**src/rtl/regfile_read_arbiter.sv**
```systemverilog
// Shares one register-file read port between NUM_REQ requesters with a 1-cycle registered response.
// Optional build macro RFARB_FIXED_PRIORITY_EN selects fixed lowest-index priority instead of round-robin.
module regfile_read_arbiter #(
    parameter int unsigned NUM_REQ    = 4,
    parameter int unsigned DATA_WIDTH = 64,
    parameter int unsigned REG_COUNT  = 32,
    parameter int unsigned ADDR_WIDTH = $clog2(REG_COUNT),
    parameter int unsigned ZERO_REG   = 1
) (
    input  logic                          clk_i,
    input  logic                          reset_i,
    input  logic [NUM_REQ-1:0]            req_valid_i,
    input  logic [NUM_REQ*ADDR_WIDTH-1:0] req_addr_i,
    output logic [NUM_REQ-1:0]            req_ready_o,
    output logic [ADDR_WIDTH-1:0]         mux_select_o,
    input  logic [DATA_WIDTH-1:0]         mux_data_i,
    output logic [NUM_REQ-1:0]            rsp_valid_o,
    output logic [DATA_WIDTH-1:0]         rsp_data_o,
    output logic                          busy_o
);

    localparam int unsigned PTR_W = (NUM_REQ > 1) ? $clog2(NUM_REQ) : 1;
    localparam logic [ADDR_WIDTH-1:0] ZERO_ADDR = ADDR_WIDTH'(REG_COUNT - 1);
    localparam logic [PTR_W-1:0]      LAST_IDX  = PTR_W'(NUM_REQ - 1);

    logic [PTR_W-1:0] grant_idx;
    logic             grant_any;
    logic             zero_hit;

`ifdef RFARB_FIXED_PRIORITY_EN
    // Fixed priority: lowest valid index wins.
    always_comb begin
        grant_idx = '0;
        grant_any = 1'b0;
        for (int unsigned i = 0; i < NUM_REQ; i++) begin
            if (!grant_any && req_valid_i[i]) begin
                grant_idx = PTR_W'(i);
                grant_any = 1'b1;
            end
        end
    end
`else
    logic [PTR_W-1:0] rr_ptr;
    logic [PTR_W-1:0] scan_idx;

    // Round-robin: scan from rr_ptr, wrapping modulo NUM_REQ; first valid wins.
    always_comb begin
        grant_idx = '0;
        grant_any = 1'b0;
        scan_idx  = '0;
        for (int unsigned i = 0; i < NUM_REQ; i++) begin
            scan_idx = PTR_W'((32'(rr_ptr) + i) % NUM_REQ);
            if (!grant_any && req_valid_i[scan_idx]) begin
                grant_idx = scan_idx;
                grant_any = 1'b1;
            end
        end
    end

    // Pointer moves just past the winner only when a transfer happens.
    always_ff @(posedge clk_i) begin
        if (reset_i) begin
            rr_ptr <= '0;
        end else if (grant_any) begin
            rr_ptr <= (grant_idx == LAST_IDX) ? '0 : grant_idx + PTR_W'(1);
        end
    end
`endif

    // Grant and mux select are suppressed while reset is asserted.
    always_comb begin
        req_ready_o  = '0;
        mux_select_o = '0;
        if (grant_any && !reset_i) begin
            req_ready_o[grant_idx] = 1'b1;
            mux_select_o = req_addr_i[32'(grant_idx)*ADDR_WIDTH +: ADDR_WIDTH];
        end
    end

    assign zero_hit = (ZERO_REG != 0) && (mux_select_o == ZERO_ADDR);

    // Response register: data only updates on a transfer, otherwise holds.
    always_ff @(posedge clk_i) begin
        if (reset_i) begin
            rsp_valid_o <= '0;
            rsp_data_o  <= '0;
            busy_o      <= 1'b0;
        end else begin
            rsp_valid_o <= req_ready_o;
            busy_o      <= |req_ready_o;
            if (|req_ready_o) begin
                rsp_data_o <= zero_hit ? '0 : mux_data_i;
            end
        end
    end

endmodule

```
**config.mk**
```make
export PLATFORM = sky130hd
export DESIGN_NAME = regfile_read_arbiter
export DESIGN_NICKNAME = d
export VERILOG_FILES = /design/src/rtl/regfile_read_arbiter.sv
export SDC_FILE = /design/constraint.sdc
export NUM_CORES = 1
export LEC_CHECK = 0
export ABC_AREA = 1
export BUFFER_PORTS_ARGS = -buffer_cell sky130_fd_sc_hd__buf_2
export CELL_PAD_IN_SITES_DETAIL_PLACEMENT = 2
export CELL_PAD_IN_SITES_GLOBAL_PLACEMENT = 2
export CORE_MARGIN = 1.5
export CORE_UTILIZATION = 23
export DETAILED_ROUTE_END_ITERATION = 6
export PLACE_DENSITY_LB_ADDON = 0.1
export SYNTH_ARGS = -nofsm -noshare
export SYNTH_HDL_FRONTEND = slang
export SYNTH_SLANG_ARGS = --single-unit
export TNS_END_PERCENT = 1
```
**constraint.sdc**
```tcl
create_clock -name clk_i -period 3.3 [get_ports clk_i]
set_clock_uncertainty 0.05 [all_clocks]
set_input_delay 0 -clock clk_i [delete_from_list [all_inputs] [get_ports clk_i]]
set_output_delay 0 -clock clk_i [all_outputs]
set_load 0.01 [all_outputs]
```
==> Yosys cells after proc, flatten, opt, wreduce, memory -nomap -nowiden <==
Cells that the tools add are included.
{ "word_totals": {"out_inout_bits": 78, "inputBits": 90, "ff_bits": 71, "wordCells": 50} }
{ "classes": {"n_eq_ne": 2, "shifts": 1, "multipliers": 1, "n_reduce_logical": 10, "mux": 22, "add_sub_neg": 4, "magnitude_cmp": 6} }
{ "op_table": {"columns": ["operator", "count"], "rows": [
  ["$mux 64", 1],
  ["$shiftx 20x6->5", 1],
  ["$lt 2x3->1 const B", 5],
  ["$mux 2", 5],
  ["$mux 1", 9],
  ["$bmux 1 s2", 4],
  ["$eq 5x5->1 const B", 1],
  ["$logic_and 1x1->1", 5],
  ["$mul 2x3->5 const B", 1],
  ["$mux 5", 1],
  ["$add 2x1->2 const B", 2],
  ["$add 2x2->2 const B", 2],
  ["$logic_not 1->1", 4],
  ["$mux 4", 1],
  ["$reduce_or 4->1", 1],
  ["$demux 1 s2", 1],
  ["$eq 2x2->1 const B", 1],
  ["$ge 2x1->1 const B", 1]
]} }

==> Depth between registers and ports, before layout <==
Gate-level depths: netlist of run 1.
{ "depth": {"word_depth": 18, "ltp_mapped": 21, "depth_no_buf": 18} }

==> Least setup slack after synthesis of run 1 <==
OpenSTA, ideal clock, no wires.
{ "synth_path": {"kind": "register -> register", "from": "reg rr_ptr[0]", "to": "reg rsp_data_o[10]", "path_stages_with_launch": 17, "path_buffers": 3, "t_arrival_ns": 2.234, "slack_ns": 0.888, "t_required_ns": 3.122, "period_less_slack_ns": 2.412, "cell_sequence": "dfxtp_1 > buf_4 > inv_4 > nand2_1 > nand3_1 > nand2_1 > nor2_2 > nand3_1 > nand3_1 > nand2_2 > inv_2 > ha_1 > inv_1 > a41oi_2 > buf_2 > clkbuf_1 > a21oi_1"} }
{ "synth_via": {"elab_chain_cells": 18, "elab_cells_between_ends": 38, "classes_between": "add/sub: 3; mul: 1; order compare: 2; eq/ne: 1; shift: 1; mux: 21; reduce/logical: 9"} }
{ "synth_lines": {"columns": ["element", "line_no", "text"], "rows": [
  ["from (decl)", "43", "logic [PTR_W-1:0] rr_ptr;"],
  ["from (signal assigned)", "65", "rr_ptr <= (grant_idx == LAST_IDX) ? '0 : grant_idx + PTR_W'(1);"],
  ["parallel branches: the longest is 18 deep, another holds $mul 2x3->5", null, null],
  ["to (signal assigned)", "92", "rsp_data_o <= zero_hit ? '0 : mux_data_i;"],
  ["to (decl)", "18", "output logic [DATA_WIDTH-1:0] rsp_data_o,"]
]} }
Several ways; the timed one is not identified. The select of a mux whose other input is x is not followed.
A chain may end at the register's enable or synchronous reset.

==> Worst setup path after layout of run 1 <==
{ "layout_path": {"from": "reg rr_ptr[1]", "to": "reg rsp_data_o[53]"} }
The elaborated chain is that of the path after synthesis.

==> impl_metrics.toml, run 1 <==
[clock_tree]
cts_tree = "yes"
cts_made_buffers = 9
clk_pin_slew_ns = 0.06
worstSkewPairLatency_ns = 0.34
cts_root_buffer = "clkbuf_16"
cts_sinks = 71
htreeDepth = 3
post_cts_buffers = 0
clock_path_buffers = 2

[timing]
rsz0062_at_grt = "no"
fin_crit_ns = 2.974
setup-tns-final_ns = 0
maxSlewViolCount = 0
slew_headroom_pct = 58.73
holdWs_ns = 0.3194
finalHoldViolations = 0
setup_viol = 0
tightest_slew_ns = 0.6190
fmax_ghz = 0.3363
min_period_over_period_pct = 90.11

[power]
p_sw_mw = 2.446
combPwrFrac_pct = 55.3
internal_power_mw = 2.747
p_total_mw = 5.194
sequentialPowerShare_pct = 25.7
peakVddDrop_mv = 0.5253
leakage_nw = 2.711
p_sw_share_pct = 47.10
clockPowerShare_pct = 19.0
p_per_area_nw_per_um2 = 1021

[layout]
antenna_cells = 0
nFillCells = 1583
drive_gt1_share_pct = 30.65
area_growth_pct = 62.55
multi_input_area_um2 = 1451
seq_area_um2 = 1423
final_nets = 749
fin_area_um2 = 5089

[worst_hold_path]
hold_path_class = "in2reg"

[synthesis]
yosys_warnings = 0
ys_seq_area_share_pct = 45.40
ys_ff_latch = 71
postSynthAreaPerCell_um2 = 7.180
syn_nets = 530
netlist_area_um2 = 3131
synthCells = 436
synthDistinctLibCells = 22

[global_routing]
grt_usage_pct = 18.26
antenna_found_initial = 0
grt_max_degree = 109
grt_pass1_vias = 4126
grt_pass1_wl_um = 20560
grt-ovfl-total = 0

[critical_path]
startpoint_type = "flip-flop"
ff2ff_setup_slack_ns = 0.33
crit_arrival_ns = 3.13
criticalPathCategory = "reg2reg"
cp.required_ns = 3.46
cp_max_fo = 54
worstSetupEndpointType = "flip-flop"

[drt]
totalWireLength_um = 13240
wl_per_cell_um = 15.85
via_per_inst = 4.532
final_antenna_net_count = 0
drc = 0
first_pass_iters = 4
vias = 3784
drt_iter0_drc = 153

[floorplanning]
die_h_um = 119.7
die_x_um = 119.7
core_area_um2 = 13240
io_pins = 168
rows = 42
initial_core_util_pct = 23.64
die-area_um2 = 14320

[place]
dpl_cell_area_um2 = 4116
dp_hpwl_um = 8384
port_buffers = 167
place_congestion = 0.8064

[flow_run]
maxCapViolCount = 0

[run_status]
status = "finished clean"
==> metrics by stage <==
stage	worst slack (ns)	std cells	utilization (%)
2_1_floorplan	0.8876	436	-
3_3_place_gp	0.2818	754	31.08
3_5_place_dp	0.1244	754	31.08
4_1_cts	0.09120	834	38.19
5_1_grt	0.04606	835	38.43
6_report	0.3264	835	38.43
==> cell usage in the layout (no fill, tap or decap), types with 2 or more instances in the layout <==
cell type / instances
inv_1: 26
dfxtp_1: 70
nand2_1: 119
dlygate4sd3_1: 65
buf_12: 2
ha_1: 4
o21ai_0: 60
clkbuf_16: 10
nor2_2: 3
clkbuf_1: 2
buf_2: 167
nand3_1: 25
buf_4: 3
nand2_4: 3
nor2_1: 10
inv_2: 3
nand2_2: 2
a21oi_1: 67
o21ai_1: 6
==> critical path, cell delays in order, from the launching register on <==
cell and delay (ns):
dfxtp_1 0.45, inv_2 0.10, nand2_1 0.08, nand2_2 0.09, nand2_1 0.09, nand2_1 0.07
nor2_2 0.19, nand3_1 0.12, nand3_1 0.11, nand2_2 0.15, inv_2 0.17, ha_1 0.17
inv_1 0.09, a41oi_4 0.31, buf_6 0.41, a21oi_1 0.15
==> final timing paths <==
check,start,endpoint,depth (start not counted)
max reg2reg,rr_ptr[1],rsp_data_o[53],15
min reg2reg,rsp_data_o[0],rsp_data_o[0],2
max,rr_ptr[1],rsp_data_o[53],15
min,req_valid_i[2],rr_ptr[1],8
==> flip-flops by register name, indices dropped and copies added (netlist names) <==
name         cells
busy_o           1
rsp_data_o      64
rr_ptr           2
rsp_valid_o      4
==> metal layers <==
layer	wire length [um]	GRT usage, %
met4	155	4.985
met2	6549	32.15
met3	934	6.702
met1	5598	20.76
met5	0	0
==> timing repair <==
item	CTS	global route
hold endpoints to repair	65	0
endpoints found under the setup margin	0	64
resized for setup	0	4
hold buffers	65	0
==> cell usage after synthesis, drive strengths merged <==
library cell	number	area [um2]
a21oi	67	335.3
a41oi	1	16.27
buf	17	111.4
clkbuf	14	52.55
dfxtp	71	1421
ha	4	50.05
inv	31	118.9
nand2	124	488.0
nand3	25	125.1
nand3b	2	18.77
nand4	1	6.260
nor2	13	56.31
o21ai	66	330.3
==> cell type report <==
cell class / instances / share of cell area [%]
multi-input cells: 303 / 28.52
flip-flops and latches: 71 / 27.96
repair buffers: 239 / 31.15
clock inverters: 3 / 0.8606
well taps: 176 / 4.328
clock buffers: 12 / 4.844
inverters: 31 / 2.336
==> cells by family after synthesis <==
family          Yosys count  synth area share [%]
fa+ha+maj                 4                 1.599
compound gates          134                 21.78
simple gates            165                 22.18
buf+inv                  62                 9.033
flops                    71                 45.40
==> power by group through the flow <==
stage                     Combinational (mW)  Clock [mW]  Sequential [mW]
after global routing                    3.26        1.05             1.37
after floorplan                         1.69           0             1.45
after global placement                  2.58           0             1.34
after detailed placement                2.70           0             1.35
after CTS                               2.78        1.02             1.34
final                                   2.87       0.985             1.33
Power figures use the tool's default switching activity.
==> run 2, diff against run 1 <==
--- a/config.mk
+++ b/config.mk
@@ -7,10 +7,11 @@
 export LEC_CHECK = 0
 export ABC_AREA = 1
 export BUFFER_PORTS_ARGS = -buffer_cell sky130_fd_sc_hd__buf_2
+export CAP_MARGIN = 15
 export CELL_PAD_IN_SITES_DETAIL_PLACEMENT = 2
 export CELL_PAD_IN_SITES_GLOBAL_PLACEMENT = 2
 export CORE_MARGIN = 1.5
-export CORE_UTILIZATION = 23
+export CORE_UTILIZATION = 24
 export DETAILED_ROUTE_END_ITERATION = 6
 export PLACE_DENSITY_LB_ADDON = 0.1
 export SYNTH_ARGS = -nofsm -noshare
==> constraint.sdc (replaced) <==
create_clock -name clk_i -period 3.67 [get_ports clk_i]
set_clock_uncertainty 0.05 [all_clocks]
set_input_delay 0 -clock clk_i [delete_from_list [all_inputs] [get_ports clk_i]]
set_output_delay 0 -clock clk_i [all_outputs]
set_load 0.01 [all_outputs]
==> run 2 against run 1 <==
- register-to-register slack better by 0.15 ns
- maximum frequency is 7.0% lower
- non-clock buffer count shrank 3
- routed wire length fell by 6.1%
- cell count shrank 0.72%
- critical path depth fell by 1
- first-iteration DRC count up 16%
- critical endpoint is now rsp_data_o[24]
- largest cell class unchanged
==> impl_metrics.toml, run 2 (synthesis results as in run 1) <==
[layout]
area_growth_pct = 61.27
final_nets = 746
layout_common_cells = "167 x buf_2, 119 x nand2_1, 71 x dfxtp_1, 67 x a21oi_1, 65 x dlygate4sd3_1"
top_register = "rsp_data_o"
drive_gt1_share_pct = 30.29
antenna_cells = 0
reg_top3 = "rsp_data_o x64, rsp_valid_o x4, rr_ptr x2"
largest_reg_flops = 64
final_common_cell = "buf_2"
postLayoutCoreUtil_pct = 39.84

[critical_path]
criticalPathCategory = "reg2reg"
ff2ff_path_depth = 14
critPathMostFrequentCell = "nand2_1"
crit_arrival_ns = 3.41
slowest_delay_ns = 0.54
ff2ff_setup_slack_ns = 0.47
worstPathCellList = "inv_4 > nand2_1 > nand2_2 > nand2_1 > nand2_1 > nor2_2 > nand3b_2 > nand2_2 > ha_1 > inv_1 > a41oi_4 > buf_12 > o21ai_0 > a21oi_1"
crit_family = "simple AND/OR/NAND/NOR gates"
cp.required_ns = 3.88
crit_buf_inv = 3
crit_slowest_cell = "dfxtp_1"
worstSetupEndpointType = "flip-flop"
r2r-end = "rsp_data_o[24]"
cp_max_fo = 129
reg2reg_from = "rr_ptr[0]"
startpoint_type = "flip-flop"

[power]
p_per_area_nw_per_um2 = 901.6
peakVddDrop_mv = 0.4839
leakage_nw = 2.681

[clock_tree]
cts_sinks = 71
clk_pin_slew_ns = 0.06
htreeDepth = 3
post_cts_buffers = 0
clock_path_buffers = 2
cts_made_buffers = 9
cts_root_buffer = "clkbuf_16"
cts_resized = 0
worstSkewPairLatency_ns = 0.33
cts_hold_buf = 65
cts_tree = "yes"

[timing]
fin_crit_ns = 3.197
setup-tns-final_ns = 0
setup_viol = 0
fmax_ghz = 0.3128
tightest_slew_ns = 0.5981
min_period_over_period_pct = 87.12
finalWorstSetupSlack_ns = 0.4728
slew_headroom_pct = 60.13
finalHoldViolations = 0
rsz0062_at_grt = "no"
maxSlewViolCount = 0

[run_status]
status = "finished clean"

[drt]
wl_per_cell_um = 14.99
final_antenna_net_count = 0
first_pass_iters = 4
totalWireLength_um = 12430
drc = 0
vias = 3713
via_per_inst = 4.479
drt_iter0_drc = 177

[floorplanning]
die_x_um = 117.2
die_h_um = 117.2
core_area_um2 = 12670
rows = 41
initial_core_util_pct = 24.71
io_pins = 168
die-area_um2 = 13740

[place]
port_buffers = 167
dp_hpwl_um = 8098
pre_cts_ws_ns = 0.4959
place_congestion = 0.7769

[flow_run]
maxCapViolCount = 0

[worst_hold_path]
hold_end = "rr_ptr[0]"
hp-start = "reset_i"
holdPathStages = 3
hold_path_class = "in2reg"

[global_routing]
grt_max_degree = 130
grt_usage_pct = 17.87
grt_pass1_wl_um = 19060
grt-ovfl-total = 0
grt_pass1_vias = 3759
antenna_found_initial = 0
-- run 2: worst max path at each step --
| stage | depth (start not counted) | endpoint | from | slack [ns] |
|---|---|---|---|---|
| floorplan | 16 | rsp_data_o[10] | rr_ptr[0] | 1.26 |
| global placement | 14 | rsp_data_o[28] | rr_ptr[0] | 0.69 |
| detailed placement | 14 | rsp_data_o[43] | rr_ptr[0] | 0.50 |
| CTS | 15 | rsp_data_o[6] | rr_ptr[0] | 0.49 |
| global route | 15 | rsp_data_o[17] | rr_ptr[0] | 0.11 |
| finish | 14 | rsp_data_o[24] | rr_ptr[0] | 0.47 |
-- run 2: metal layers --
metal	track usage [%]	vias up	share of wire [%]
li1	-	1858	-
met1	22.31	1742	44
met2	29.38	103	48
met3	6.025	10	6.8
met4	5.060	0	1.1
met5	0	-	0
-- run 2: final cells by class --
class                           count  area [um2]
Inverter                           31       118.9
Sequential cell                    71        1421
Fill cell                        1509        7622
Timing Repair Buffer              236        1541
Multi-Input combinational cell    303        1438
Tap cell                          172       215.2
Clock inverter                      5       81.33
Clock buffer                       11       232.7
-- run 2: worst reg2reg max path: stages (launching register included) --
cell,delay [ns]
dfxtp_1,0.54
inv_4,0.11
nand2_1,0.09
nand2_2,0.09
nand2_1,0.12
nand2_1,0.10
nor2_2,0.17
nand3b_2,0.25
nand2_2,0.29
ha_1,0.18
inv_1,0.08
a41oi_4,0.25
buf_12,0.42
o21ai_0,0.22
a21oi_1,0.17
-- run 2: stage by stage --
stage                     hold WS (ns)  cells  instance area [um2]  power [mW]
final                           0.3486    829                 5049       4.552
after global routing            0.3837    829                 5049       4.961
after CTS                       0.3389    829                 5049       4.610
after floorplan                0.02238    436                 3131       2.829
after global placement          0.1699    748                 4084       3.489
after detailed placement        0.1663    748                 4084       3.589
-- run 2: power breakdown --
group / total, mW / internal [mW] / switching [mW]
Clock: 0.934 / 0.597 / 0.337
Combinational: 2.42 / 0.807 / 1.61
Sequential: 1.20 / 1.06 / 0.141
Total: 4.55 / 2.47 / 2.09
